<file path="src/rtl/i2s_rx.sv">
// I2S receiver: oversamples BCLK/LRCK/SDATA on clk and deserialises MSB-first words into held left/right outputs.
// Word and its valid pulse land one clk after the rise that carries the LSB; there is no backpressure, outputs are simply overwritten.
module i2s_rx #(
    parameter int WIDTH = 24,
    parameter int SLOT  = 32
) (
    input  logic             clk,
    input  logic             rst,
    input  logic             bclk_in,
    input  logic             lrck_in,
    input  logic             sdata_in,
    output logic [WIDTH-1:0] left_out,
    output logic [WIDTH-1:0] right_out,
    output logic             left_valid,
    output logic             right_valid,
    output logic             frame_err
);
    localparam int BW = $clog2(WIDTH + 1);
    localparam int SW = $clog2(SLOT + 2);
    localparam logic [BW-1:0] LAST_BIT = BW'(WIDTH - 1);
    localparam logic [SW-1:0] SLOT_MAX = SW'(SLOT);

    typedef enum logic [1:0] {
        SYNC  = 2'd0,
        SKIP  = 2'd1,
        SHIFT = 2'd2,
        WAIT  = 2'd3
    } state_t;

    logic [1:0]       bclk_sync_q, lrck_sync_q, sdata_sync_q;
    logic             bclk_prev_q;
    logic             lr_prev_q, armed_q;
    state_t           state_q, state_d;
    logic             chan_q, chan_d;
    logic [BW-1:0]    bit_cnt_q, bit_cnt_d;
    logic [SW-1:0]    slot_cnt_q, slot_cnt_d;
    logic [WIDTH-1:0] shreg_q, shreg_d;
    logic [WIDTH-1:0] left_q, left_d, right_q, right_d;
    logic             lvld_q, lvld_d, rvld_q, rvld_d, ferr_q, ferr_d;

    logic             rise, lr, sd, lr_edge, slot_ovf;
    logic [SW-1:0]    slot_inc;
    logic [WIDTH-1:0] shift_word;

    assign rise       = bclk_sync_q[1] & ~bclk_prev_q;
    assign lr         = lrck_sync_q[1];
    assign sd         = sdata_sync_q[1];
    // The first rise after reset only learns the LRCK level, so reset never fakes an edge.
    assign lr_edge    = rise & armed_q & (lr != lr_prev_q);
    assign slot_inc   = slot_cnt_q + 1'b1;
    assign slot_ovf   = rise & ~lr_edge & (state_q != SYNC) & (slot_inc > SLOT_MAX);
    assign shift_word = {shreg_q[WIDTH-2:0], sd};

    always_comb begin
        state_d    = state_q;
        chan_d     = chan_q;
        bit_cnt_d  = bit_cnt_q;
        slot_cnt_d = slot_cnt_q;
        shreg_d    = shreg_q;
        left_d     = left_q;
        right_d    = right_q;
        lvld_d     = 1'b0;
        rvld_d     = 1'b0;
        ferr_d     = 1'b0;

        if (lr_edge) begin
            slot_cnt_d = SW'(1);
        end else if (rise && state_q != SYNC && slot_cnt_q <= SLOT_MAX) begin
            slot_cnt_d = slot_inc;
        end

        case (state_q)
            SYNC: begin
                if (lr_edge) begin
                    state_d = SKIP;
                    chan_d  = lr;
                end
            end
            // The edge rise was the delay bit; SKIP lasts one clk so the next rise is the MSB.
            SKIP: begin
                if (lr_edge) begin
                    chan_d = lr;
                end else begin
                    bit_cnt_d = '0;
                    state_d   = SHIFT;
                end
            end
            SHIFT: begin
                if (lr_edge) begin
                    ferr_d  = 1'b1;
                    state_d = SKIP;
                    chan_d  = lr;
                end else if (slot_ovf) begin
                    ferr_d  = 1'b1;
                    state_d = SYNC;
                end else if (rise) begin
                    shreg_d   = shift_word;
                    bit_cnt_d = bit_cnt_q + 1'b1;
                    if (bit_cnt_q == LAST_BIT) begin
                        state_d = WAIT;
                        if (chan_q) begin
                            right_d = shift_word;
                            rvld_d  = 1'b1;
                        end else begin
                            left_d = shift_word;
                            lvld_d = 1'b1;
                        end
                    end
                end
            end
            WAIT: begin
                if (lr_edge) begin
                    state_d = SKIP;
                    chan_d  = lr;
                end else if (slot_ovf) begin
                    ferr_d  = 1'b1;
                    state_d = SYNC;
                end
            end
            default: state_d = SYNC;
        endcase
    end

    always_ff @(posedge clk) begin
        if (rst) begin
            bclk_sync_q  <= '0;
            lrck_sync_q  <= '0;
            sdata_sync_q <= '0;
            bclk_prev_q  <= 1'b0;
            lr_prev_q    <= 1'b0;
            armed_q      <= 1'b0;
            state_q      <= SYNC;
            chan_q       <= 1'b0;
            bit_cnt_q    <= '0;
            slot_cnt_q   <= '0;
            shreg_q      <= '0;
            left_q       <= '0;
            right_q      <= '0;
            lvld_q       <= 1'b0;
            rvld_q       <= 1'b0;
            ferr_q       <= 1'b0;
        end else begin
            bclk_sync_q  <= {bclk_sync_q[0], bclk_in};
            lrck_sync_q  <= {lrck_sync_q[0], lrck_in};
            sdata_sync_q <= {sdata_sync_q[0], sdata_in};
            bclk_prev_q  <= bclk_sync_q[1];
            if (rise) begin
                lr_prev_q <= lr;
                armed_q   <= 1'b1;
            end
            state_q    <= state_d;
            chan_q     <= chan_d;
            bit_cnt_q  <= bit_cnt_d;
            slot_cnt_q <= slot_cnt_d;
            shreg_q    <= shreg_d;
            left_q     <= left_d;
            right_q    <= right_d;
            lvld_q     <= lvld_d;
            rvld_q     <= rvld_d;
            ferr_q     <= ferr_d;
        end
    end

    assign left_out    = left_q;
    assign right_out   = right_q;
    assign left_valid  = lvld_q;
    assign right_valid = rvld_q;
    assign frame_err   = ferr_q;
endmodule
</file>
<file path="config.mk">
export PLATFORM = sky130hd
export DESIGN_NAME = i2s_rx
export DESIGN_NICKNAME = d
export VERILOG_FILES = /design/src/rtl/i2s_rx.sv
export SDC_FILE = /design/constraint.sdc
export NUM_CORES = 1
export LEC_CHECK = 0
export CORE_MARGIN = 2
export CORE_UTILIZATION = 50
export CTS_BUF_LIST = sky130_fd_sc_hd__clkbuf_8
export DETAILED_ROUTE_END_ITERATION = 6
export PLACE_DENSITY = 0.77
export SKIP_LAST_GASP = 1
export SLEW_MARGIN = 20
export SYNTH_ARGS = -nofsm -noshare
export SYNTH_HDL_FRONTEND = slang
export SYNTH_SLANG_ARGS = --single-unit
export TNS_END_PERCENT = 50
</file>
<file path="constraint.sdc">
create_clock -name clk -period 1.78 [get_ports clk]
set_input_delay 0.445 -clock clk [delete_from_list [all_inputs] [get_ports clk]]
set_output_delay 0.445 -clock clk [all_outputs]
set_load 0.05 [all_outputs]
</file>
======== Yosys cells after proc, flatten, opt, wreduce, memory -nomap -nowiden ========
Cells that the tools add are included.
storage, ports and cells
  register bits after elaboration ......... 97
  word-level logic and storage cells ...... 86
operators by class
  add/subtract/negate cells ............... 2
  $lt $le $gt $ge ......................... 2
  equal/unequal tests ..................... 14
  muxes and demuxes ....................... 24
  bitwise gates (word level) .............. 13
  reduce and logical (&&, ||, !) cells .... 14
operators with widths
  operator                                        number
  two-way mux 5 bit                               4
  two-way mux 2 bit                               8
  AND reduction 6 bit                             2
  inequality test 2 bit (second input constant)   5
  case mux 5 bit (2 select lines)                 1
  AND reduction 5 bit                             2
  two-way mux 1 bit                               9
  inequality test 4 bit (second input constant)   2
  case mux 2 bit (4 select lines)                 1
  NOT 1 bit                                       7
  adder 6 x 1 -> 6 bit (second input constant)    1
  AND 1 bit                                       6
  > comparator 6 bit (second input constant)      1
  <= comparator 6 bit (second input constant)     1
  nonzero test 2 bit                              3
  OR reduction 6 bit                              1
  adder 5 x 1 -> 5 bit (second input constant)    1
  == test 5 bit (second input constant)           1
  == test 2 bit (second input constant)           2
  AND reduction 4 bit                             1
  OR reduction 4 bit                              1
  inequality test 3 bit (second input constant)   1
  == test 2 x 1 -> 1 bit (second input constant)  1
  logical AND 1 bit                               2
  5 further kinds                                 5

======== Logic depth before layout (Yosys ltp) ========
  depth in word-level cells ............... 11
  depth in mapped cells ................... 7
  depth with buffers taken out ............ 6

======== Least setup slack after synthesis ========
Ideal clock, no wire load.
  path type ............................... reg-to-reg
  start point ............................. register slot_cnt_q[0]
  end point ............................... register left_q[10], in the netlist left_out[10]
  arrival time ............................ 1.719 ns
  required time ........................... 1.708 ns
  slack ................................... -0.011 ns
  stages on the path, launching flop included .. 8
  path buffers ............................ 2
  clock period less this slack ............ 1.791 ns
  path through ............................ dfxtp_1 > ha_1 > and4bb_1 > o2bb2ai_1 > nor4b_2 > buf_6 > buf_12 > mux2i_1
between the ends
  cells in the longest elaborated chain, start to end .. 5
RTL lines
  what                           line  RTL
  start, declared                36    logic [SW-1:0] slot_cnt_q, slot_cnt_d;
  start signal, assigned         154   slot_cnt_q <= slot_cnt_d;
  adder 6 x 1 -> 6 bit           50    assign slot_inc = slot_cnt_q + 1'b1;
  > comparator 6 bit             51    assign slot_ovf = rise & ~lr_edge & (state_q != SYNC) & (slot_inc > SLOT_MAX);
  AND 1 bit                      51
  NOT 1 bit (no line)            --
  AND reduction 6 bit (no line)  --
  end signal, assigned           156   left_q <= left_d;
  end, declared                  38    logic [WIDTH-1:0] left_q, left_d, right_q, right_d;
No other way between the ends.
A chain may end at the register's enable or synchronous reset.

======== Worst setup path after layout ========
  start point ............................. register slot_cnt_q[1]
  end point ............................... register shreg_q[10]
between the ends
  cells in the longest elaborated chain, start to end .. 5
RTL lines
  what                           line  RTL
  adder 6 x 1 -> 6 bit           50
  > comparator 6 bit             51
  AND 1 bit                      51
  NOT 1 bit (no line)            --
  AND reduction 4 bit (no line)  --
  end signal, assigned           155   shreg_q <= shreg_d;
  end, declared                  37    logic [WIDTH-1:0] shreg_q, shreg_d;
No other way between the ends.

==> flow_metrics.env <==
export IMPL_cp_max_fo=18
export IMPL_yosysWarnings=0
export IMPL_place_ws_ns=-0.111
export IMPL_critPathRequiredTime_ns=2.07
export IMPL_syn_instance_count=364
export IMPL_seq_area_um2=1950
export IMPL_port_buffer_count=55
export IMPL_min_path_type="reg -> reg"
export IMPL_hold_depth=1
export IMPL_syn_area_um2=4010
export IMPL_worstReg2RegStart="slot_cnt_q[1]"
export IMPL_final_common_cell="dfxtp_1"
export IMPL_hold_viol=0
export IMPL_powerDensity_nw_per_um2=726
export IMPL_clkSinkCount=97
export IMPL_clk_insertion_delay_late_ns=0.36
export IMPL_post_route_drc_count=0
export IMPL_cts_tree="built"
export IMPL_holdPathEnd="lrck_sync_q[1]"
export IMPL_diodes=0
export IMPL_cts_inserted_buffers=9
export IMPL_critPathBufInv=1
export IMPL_synth_main_ff_cell="dfxtp_1"
export IMPL_peakVddDrop_mv=0.464
export IMPL_slowest_stage="dfxtp_4"
export IMPL_grt_usage_pct=18.5
export IMPL_yosysSeqAreaShare_pct=48.5
export IMPL_crit_type="reg -> reg"
export IMPL_gp_congestion=0.886
export IMPL_ys_async_sr_fraction_pct=0
export IMPL_grt_max_degree=90
export IMPL_clockBufferDepth=2
export IMPL_avgSynthCellArea_um2=11.0
export IMPL_dp_hpwl_um=5120
export IMPL_dr_total_vias=2766
export IMPL_cp_top_family="compound AO/OA/AOI/OAI gates"
export IMPL_fin_ws_ns=-0.0238
export IMPL_crit_cells=6
export IMPL_htreeDepth=3
export IMPL_ios=56
export IMPL_die_area_um2=8750
export IMPL_rsz0062_at_grt="yes"
export IMPL_r2r_slack_ns=-0.02
export IMPL_p_total_mw=3.55
export IMPL_via_per_inst=5.13
export IMPL_fin_crit_ns=1.80
export IMPL_clock_fmax_ghz=0.554
export IMPL_fin_skew_ns=0.0100
export IMPL_synth_distinct_cells=50
export IMPL_first_pass_iters=4
export IMPL_die_h_um=93.5
export IMPL_drt_total_wl_um=7760
export IMPL_drt_iter0_drc=99
export IMPL_fin_crit_sh_pct=101
export IMPL_core_um2=7730
export IMPL_tightest_slew_ns=0.600
export IMPL_antenna_found_initial=0
export IMPL_violations="setup timing"
export IMPL_wire_per_inst_um=14.4
export IMPL_root_buffer="clkbuf_8"
export IMPL_grt_pass1_wl_um=12900
export IMPL_crit_chain="ha_4, and4bb_2, a32o_2, o21ai_4, buf_12, mux2i_1"
export IMPL_nets=440
export IMPL_relSlewSlack_pct=59.9
export IMPL_worstSetupStartpointType="register"
export IMPL_overflow=0
export IMPL_die_w_um=93.5
export IMPL_final_max_slew_viol_count=0
export IMPL_rows=32
export IMPL_synth_seq_cells=97
export IMPL_critPathCaptureType="register"
export IMPL_syn_nets=372
export IMPL_multi_input_area_um2=1950
export IMPL_cap_violations=0
export IMPL_status="finished, violations left"
export IMPL_reg2reg_to="shreg_q[10]"
export IMPL_layout_drive_gt1_share_pct=25.2
export IMPL_path_clk_slew_ns=0.10
export IMPL_setup_viol=14
export IMPL_area_delta_synth_final_pct=22.0
export IMPL_cpPeakStageDelay_ns=0.38
export IMPL_p_leak_nw=2.12
export IMPL_hold_path_startpoint="lrck_sync_q[0]"
export IMPL_fillers=632
export IMPL_initial_core_util_pct=51.8
export IMPL_layout_common_cells="93 x dfxtp_1, 78 x nand2b_1, 76 x mux2i_1, 65 x buf_4"
export IMPL_r2r_cells=6
export IMPL_synth_edf_count=0
export IMPL_postRouteAntennaNets=0
export IMPL_worstPathArrival_ns=2.09
export IMPL_grt_pass1_vias=2766
## final cells by class
class,count,area share [%]
multi-input combinational,241,40.0
sequential,97,39.9
timing repair buffer,77,13.5
tap,102,2.61
clock buffer,9,2.54
clock inverter,7,0.948
inverter,6,0.461
## registers in the layout, summed over array words and instances (netlist names), 2 cells and up
name          flops
left_out         24
right_out        24
shreg_q          23
slot_cnt_q        6
bit_cnt_q         5
bclk_sync_q       2
lrck_sync_q       2
sdata_sync_q      2
state_q           2
## worst max path at each step
stage,start,end,slack [ns]
after floorplan,slot_cnt_q[1],left_out[10],0.02
after global placement,slot_cnt_q[1],left_out[7],-0.04
after detailed placement,slot_cnt_q[0],left_out[13],-0.11
after CTS,slot_cnt_q[0],shreg_q[19],0.003
after global routing,slot_cnt_q[4],left_out[2],-0.10
final,slot_cnt_q[1],shreg_q[10],-0.02
## where the power goes
group | switching [mW] | internal [mW]
sequential | 0.00503 | 2.17
combinational | 0.0429 | 0.0483
clock | 0.772 | 0.508
## per-stage QoR
step	setup TNS, ns	hold slack (ns)	cell area (µm²)	instances	utilization, %
floorplan	0	0.414	4010	364	-
global placement	-0.451	0.417	4600	517	59.5
detailed placement	-1.74	0.429	4600	517	59.5
CTS	0	0.451	4840	538	62.6
global route	-3.77	0.463	4890	539	63.2
finish	-0.128	0.445	4890	539	63.2
## synthesized netlist by cell type, types with 2 or more instances
| master | n | area (µm²) |
|---|---|---|
| o211ai_1 | 2 | 15.0 |
| nand2_1 | 10 | 37.5 |
| o21ai_1 | 2 | 10.0 |
| dfxtp_1 | 97 | 1940 |
| nor4_1 | 5 | 31.3 |
| and3_1 | 2 | 12.5 |
| clkbuf_1 | 11 | 41.3 |
| o21ai_0 | 2 | 10.0 |
| nor2b_1 | 9 | 56.3 |
| buf_6 | 5 | 56.3 |
| ha_1 | 3 | 37.5 |
| nand3_1 | 3 | 15.0 |
| a21oi_1 | 5 | 25.0 |
| nor2_1 | 9 | 33.8 |
| inv_1 | 6 | 22.5 |
| nand2b_1 | 78 | 488 |
| xnor2_1 | 5 | 43.8 |
| buf_12 | 2 | 40.0 |
| mux2i_1 | 76 | 761 |
| nor3_1 | 2 | 10.0 |
## timing repair
action                                  CTS  global route
gates cloned                              2             0
hold buffers                              0             0
setup buffers                             3             2
pin swaps                                 1             4
gates resized for setup                  10            10
endpoints found under the setup margin   59            78
## metal layers
| metal | global-route usage, % | part of all wire (%) | up-vias |
|---|---|---|---|
| li1 | - | - | 1381 |
| met1 | 24.1 | 47 | 1323 |
| met2 | 29.4 | 47 | 51 |
| met3 | 3.46 | 4.1 | 11 |
| met4 | 8.95 | 1.6 | 0 |
| met5 | 0 | 0 | - |
## kinds of logic (layout without fill, tap and decap cells)
logic type	after synthesis	after routing	synth area share, %
flip-flops	97	97	48.5
buffers and inverters	26	99	4.31
multiplexers	76	76	19.0
adder cells (fa/ha/maj)	3	3	0.937
XOR/XNOR	6	6	1.31
AND/OR/NAND/NOR	129	129	19.9
AO/OA/AOI/OAI	27	27	6.06
(Power assumes the default switching activity.)
